--- config.mk ---
export PLATFORM = sky130hd
export DESIGN_NAME = token_encoder
export DESIGN_NICKNAME = d
export VERILOG_FILES = /design/src/rtl/token_encoder.sv
export SDC_FILE = /design/constraint.sdc
export NUM_CORES = 2
export LEC_CHECK = 0
export BUFFER_PORTS_ARGS = -buffer_cell sky130_fd_sc_hd__buf_2
export CAP_MARGIN = 5
export CORE_MARGIN = 2
export CORE_UTILIZATION = 30
export DETAILED_ROUTE_END_ITERATION = 8
export PLACE_DENSITY_LB_ADDON = 0.1
export SLEW_MARGIN = 15
export SYNTH_ARGS = -nofsm -noshare
export SYNTH_HDL_FRONTEND = slang
export SYNTH_SLANG_ARGS = --single-unit
--- constraint.sdc ---
create_clock -name clk -period 5.05 [get_ports clk]
set_input_delay 1.01 -clock clk [delete_from_list [all_inputs] [get_ports clk]]
set_output_delay 1.01 -clock clk [all_outputs]
set_load 0.01 [all_outputs]
--- src/rtl/token_encoder.sv ---
// Dictionary encoder: looks up each accepted instruction word in a SIZE-entry
// dictionary, one entry per cycle from index 0, and emits a hit token or a raw miss.
module token_encoder #(
  parameter int WIDTH = 32,
  parameter int SIZE  = 64,
  parameter int IDX_W = 6
) (
  input  logic              clk,
  input  logic              reset_n,
  input  logic              in_valid,
  output logic              in_ready,
  input  logic [WIDTH-1:0]  in_data,
  output logic              out_valid,
  input  logic              out_ready,
  output logic              out_hit,
  output logic [IDX_W-1:0]  out_token,
  output logic [WIDTH-1:0]  out_data,
  input  logic              wr_en,
  input  logic [WIDTH-1:0]  wr_addr,
  input  logic [WIDTH-1:0]  wr_data,
  output logic              busy,
  output logic [15:0]       hit_count,
  output logic [15:0]       miss_count
);

  typedef enum logic [1:0] {
    IDLE   = 2'd0,
    SEARCH = 2'd1,
    EMIT   = 2'd2
  } state_t;

  state_t            state_q, state_d;
  logic [IDX_W-1:0]  idx_q, idx_d;
  logic [WIDTH-1:0]  word_q, word_d;
  logic              hit_q, hit_d;
  logic [IDX_W-1:0]  token_q, token_d;
  logic              out_valid_q, out_valid_d;
  logic [15:0]       hit_count_q, hit_count_d;
  logic [15:0]       miss_count_q, miss_count_d;
  logic [WIDTH-1:0]  entry_q [SIZE];
  logic [WIDTH-1:0]  entry_d [SIZE];
  logic [SIZE-1:0]   entry_vld_q, entry_vld_d;

  logic              wr_s;
  logic [IDX_W-1:0]  wr_idx_s;
  logic              match_s;
  logic              last_s;
  logic              wr_addr_unused_s;

  function automatic logic [15:0] sat_inc(input logic [15:0] v);
    if (v == 16'hFFFF) begin
      return v;
    end else begin
      return v + 16'd1;
    end
  endfunction

  // Writes are blocked while reset is held so a reset cannot leave a valid entry.
  assign wr_s             = wr_en & reset_n;
  assign wr_idx_s         = wr_addr[IDX_W+1:2];
  assign wr_addr_unused_s = ^{wr_addr[WIDTH-1:IDX_W+2], wr_addr[1:0]};

  // Compare sees pre-edge entry contents, so a same-cycle write cannot affect it.
  assign match_s = entry_vld_q[idx_q] && (entry_q[idx_q] == word_q);
  assign last_s  = (idx_q == IDX_W'(SIZE - 1));

  assign in_ready   = (state_q == IDLE) & reset_n;
  assign busy       = (state_q != IDLE);
  assign out_valid  = out_valid_q;
  assign out_hit    = hit_q;
  assign out_token  = token_q;
  assign out_data   = word_q;
  assign hit_count  = hit_count_q;
  assign miss_count = miss_count_q;

  // Dictionary next-state: single write port, any state.
  always_comb begin
    entry_d     = entry_q;
    entry_vld_d = entry_vld_q;
    if (wr_s) begin
      entry_d[wr_idx_s]     = wr_data;
      entry_vld_d[wr_idx_s] = 1'b1;
    end else begin
      entry_vld_d = entry_vld_q;
    end
  end

  // Search FSM next-state and result/counter updates.
  always_comb begin
    state_d      = state_q;
    idx_d        = idx_q;
    word_d       = word_q;
    hit_d        = hit_q;
    token_d      = token_q;
    out_valid_d  = out_valid_q;
    hit_count_d  = hit_count_q;
    miss_count_d = miss_count_q;
    case (state_q)
      IDLE: begin
        if (in_valid) begin
          word_d  = in_data;
          idx_d   = '0;
          state_d = SEARCH;
        end else begin
          state_d = IDLE;
        end
      end
      SEARCH: begin
        if (match_s) begin
          hit_d       = 1'b1;
          token_d     = idx_q;
          out_valid_d = 1'b1;
          state_d     = EMIT;
        end else if (last_s) begin
          hit_d       = 1'b0;
          token_d     = '0;
          out_valid_d = 1'b1;
          state_d     = EMIT;
        end else begin
          idx_d = idx_q + IDX_W'(1);
        end
      end
      EMIT: begin
        if (out_ready) begin
          out_valid_d = 1'b0;
          state_d     = IDLE;
          if (hit_q) begin
            hit_count_d = sat_inc(hit_count_q);
          end else begin
            miss_count_d = sat_inc(miss_count_q);
          end
        end else begin
          state_d = EMIT;
        end
      end
      default: begin
        out_valid_d = 1'b0;
        state_d     = IDLE;
      end
    endcase
  end

  // Control, result and valid-bit registers with synchronous reset.
  always_ff @(posedge clk) begin
    if (!reset_n) begin
      state_q      <= IDLE;
      idx_q        <= '0;
      word_q       <= '0;
      hit_q        <= 1'b0;
      token_q      <= '0;
      out_valid_q  <= 1'b0;
      hit_count_q  <= 16'd0;
      miss_count_q <= 16'd0;
      entry_vld_q  <= '0;
    end else begin
      state_q      <= state_d;
      idx_q        <= idx_d;
      word_q       <= word_d;
      hit_q        <= hit_d;
      token_q      <= token_d;
      out_valid_q  <= out_valid_d;
      hit_count_q  <= hit_count_d;
      miss_count_q <= miss_count_d;
      entry_vld_q  <= entry_vld_d;
    end
  end

  // Entry values need no reset; the valid bits gate every match.
  always_ff @(posedge clk) begin
    entry_q <= entry_d;
  end

endmodule

==> results by group <==
Run status
  • Status: complete, no violations

Synthesis
  • YS warnings: 0
  • Ys async rst share: 0%
  • Synth area leaders: edfxtp_1 (72%), mux4_2 (8.8%), mux2i_1 (5.2%), dfxtp_1 (3.4%), a22oi_1 (1.6%)
  • Area leader, netlist: edfxtp_1
  • Mapped Area: 0.0856 mm²
  • Syn Nets: around 4700
  • Seq/Total Area, Yosys: between 70% and 80%
  • Synth top area share: a little under three quarters
  • Synth Flop Type: edfxtp_1
  • Cell with the most instances after synthesis: edfxtp_1
  • Yosys cell types: between 80 and 90
  • Number of synthesized flops with an enable pin: approximately 2000
  • Syn avg cell area: 18.8 µm²
  • FF+latch count, synth: 2192
  • Post-Syn Instances: between 4000 and 5000
  • Most common library cells after synthesis: edfxtp_1 (2048), mux2i_1 (446), mux4_2 (333)

Finish
  • Area grow syn2layout: 19.0%
  • Fin util: a little over a third
  • Cell area after layout: between 0.1 and 0.15 mm²
  • FILL cells: 26700
  • Share of post-route cells with drive strength above 1: 25.3%
  • # nets final: 5200

Worst setup path
  • Worst Setup End Kind: flip-flop
  • Worst reg2reg startpoint: idx_q[0]
  • Critical path, cell by cell: buf_12 -> buf_12 -> mux4_2 -> a22oi_2 -> a41oi_1 -> buf_4 -> nor3_1 -> buf_4 -> xnor2_1 -> or4b_1 -> nor4_4 -> buf_4 -> nand4_2 -> buf_12 -> a21oi_4 -> o21ai_0
  • Length in cells of the worst reg-to-reg path: 16
  • Setup slack, reg-to-reg: approximately 0.11 ns
  • CP peak stage delay: between 0.6 and 0.7 ns
  • Worst-path fanout max: 29
  • CP startpoint kind: flip-flop
  • Arr. time, crit path: approximately 5.7 ns
  • WP data required: around 5.8 ns
  • CP max-delay cell: mux4_2
  • Setup CP Type: reg2reg
  • Worst reg2reg endpoint: out_hit

Global route
  • GRT Residual Overflow: 0
  • Initial antenna violation count: 35
  • First-pass GRT wire length: between 400000 and 500000 µm
  • Largest net degree at the start of global routing: 74
  • Vias in the first global route: between 40000 and 50000
  • Aggregate global-route resource usage: 21.6%

Route
  • Vias per cell: roughly 5.2
  • DRC Markers: 0
  • Via count: 47400
  • First DRT Iteration DRCs: about 5000
  • Drt wl/cell: ~35 µm
  • Post-Route WL: around 320000 µm
  • Final ANT Viol Nets: 0
  • Pre-antenna DRT Iters: 5

Clock tree
  • Latest clock arrival within the worst-skew pair: ~0.90 ns
  • Reg clk slew, reported paths: approximately 0.060 ns
  • Clock Sinks: about 2200
  • Hold Buf Count CTS: 0
  • Htree depth: 4
  • TritonCTS clock tree: yes
  • CTS max path bufs: 4
  • Total CTS buffers: between 200 and 250
  • CTS root buf: clkbuf_16

Placement
  • Dpl cell area: 0.0941 mm²
  • Post-place setup slack: -0.0423 ns
  • Port bufs: roughly 150
  • Placer Congestion: 0.818
  • Dpl hpwl: 195000 µm

Timing
  • Endpoints failing setup: 0
  • Clk_skew: slightly below 0.06 ns
  • Setup TNS: 0 ns
  • Minimum clock period: approximately 4.9 ns
  • Slew @ Worst Pin: between 1 and 1.5 ns
  • Worst slew margin: approximately 29%
  • RSZ-0062 raised after global routing: no
  • Slack of the critical path: approximately 0.11 ns
  • Fin crit share: approximately 98%
  • Final hold vios: 0
  • Final count of pins violating max slew: 0
  • FMAX: 202 MHz

Hold path
  • Hold path start: in_data[13]
  • Worst Hold End: out_data[13]
  • Worst hold path depth: 3
  • Hold Path Class: in2reg

Floorplan
  • IO Count: 175
  • Die Ht: around 540 µm
  • Std-Cell Rows: roughly 200
  • Die width: between 500 and 600 µm
  • Die ar.: 0.290 mm²
  • Initial Utilization: roughly 30%
  • Core area: between 0.2 and 0.3 mm²

Power and ir drop
  • Worst VDD drop: 0.300 mV
  • Total power: roughly 40000 µW
  • PD cells: roughly 380 mW/mm²
  • P_leak: approximately 0.032 µW

Run
  • Max-Cap Viols: 0
## kinds of logic after synthesis
kind of cell,share of synthesized area (%)
flip-flops,75.2
buffers and inverters,1.85
multiplexers,14.2
AND/OR/NAND/NOR,4.41
adder cells (fa/ha/maj),0.0439
AO/OA/AOI/OAI,3.73
XOR/XNOR,0.531
## what timing repair did
action,CTS,global route
setup buffers,1,6
pin swaps,0,1
gates resized for setup,1,8
setup endpoints to repair,9,16
## where the power goes
part / internal [µW] / switching (µW)
Sequential: 19900 / 68.7
Combinational: 595 / 1090
Clock: 9960 / 7310
## state kept, by name, summed over array words and instances, names as in the netlist
register     cells
out_hit          1
out_valid        1
out_data        32
idx_q            6
hit_count       16
entry_vld_q     64
out_token        6
entry_q       2048
miss_count      16
state_q          2
## worst max-delay path: cells and delay by family (launching register included)
family | cells | cell delay [ns]
simple gates | 4 | 1.19
flops | 1 | 0.45
compound gates | 4 | 1.01
xor+xnor | 1 | 0.09
buf+inv | 6 | 1.27
mux | 1 | 0.66
## worst max path at each step
stage	start	endpoint	slack [ns]
6_report	idx_q[0]	out_hit	0.11
5_1_grt	idx_q[2]	out_hit	0.06
4_1_cts	idx_q[1]	out_hit	0.01
3_5_place_dp	idx_q[1]	out_hit	-0.04
3_3_place_gp	idx_q[1]	out_hit	-0.06
2_1_floorplan	wr_addr[6]	entry_q[800]	1.14
## final cells by class
cell class | count | area, µm² | share of cell area (%)
Timing Repair Buffer | 543 | 4920 | 4.83
Tap cell | 3762 | 4710 | 4.62
Multi-Input combinational cell | 2103 | 20200 | 19.8
Sequential cell | 2192 | 64400 | 63.2
Antenna cell | 6 | 15.0 | 0.0147
Inverter | 13 | 55.1 | 0.0540
Clock buffer | 320 | 6550 | 6.43
Clock inverter | 121 | 1040 | 1.03
## stage by stage
step	std cells	hold slack, ns
floorplan	4560	0.435
global placement	8603	0.443
detailed placement	8604	0.449
CTS	9046	0.262
global route	9056	0.319
finish	9060	0.339
## routing by layer
layer | share of wire (%) | routed length (µm) | vias to the layer above | global-route usage, %
met5 | 0.035 | 110 | - | 0
met4 | 2.8 | 8780 | 16 | 5.81
met3 | 5.8 | 18200 | 406 | 3.81
met2 | 47 | 150000 | 1529 | 35.0
met1 | 44 | 139000 | 25900 | 29.8
li1 | - | - | 19600 | -
## cells in the final DEF, fill, tap and decap left out, types with 64 or more instances in the layout
cell type	n
buf_12	95
nor2_1	212
edfxtp_1	2048
dfxtp_1	138
a22oi_1	178
mux4_2	333
buf_2	144
nand3_1	117
a21oi_1	78
clkbuf_16	245
nand2_1	186
mux2i_1	446
nor2_4	64
buf_4	301
(Power assumes the default switching activity.)
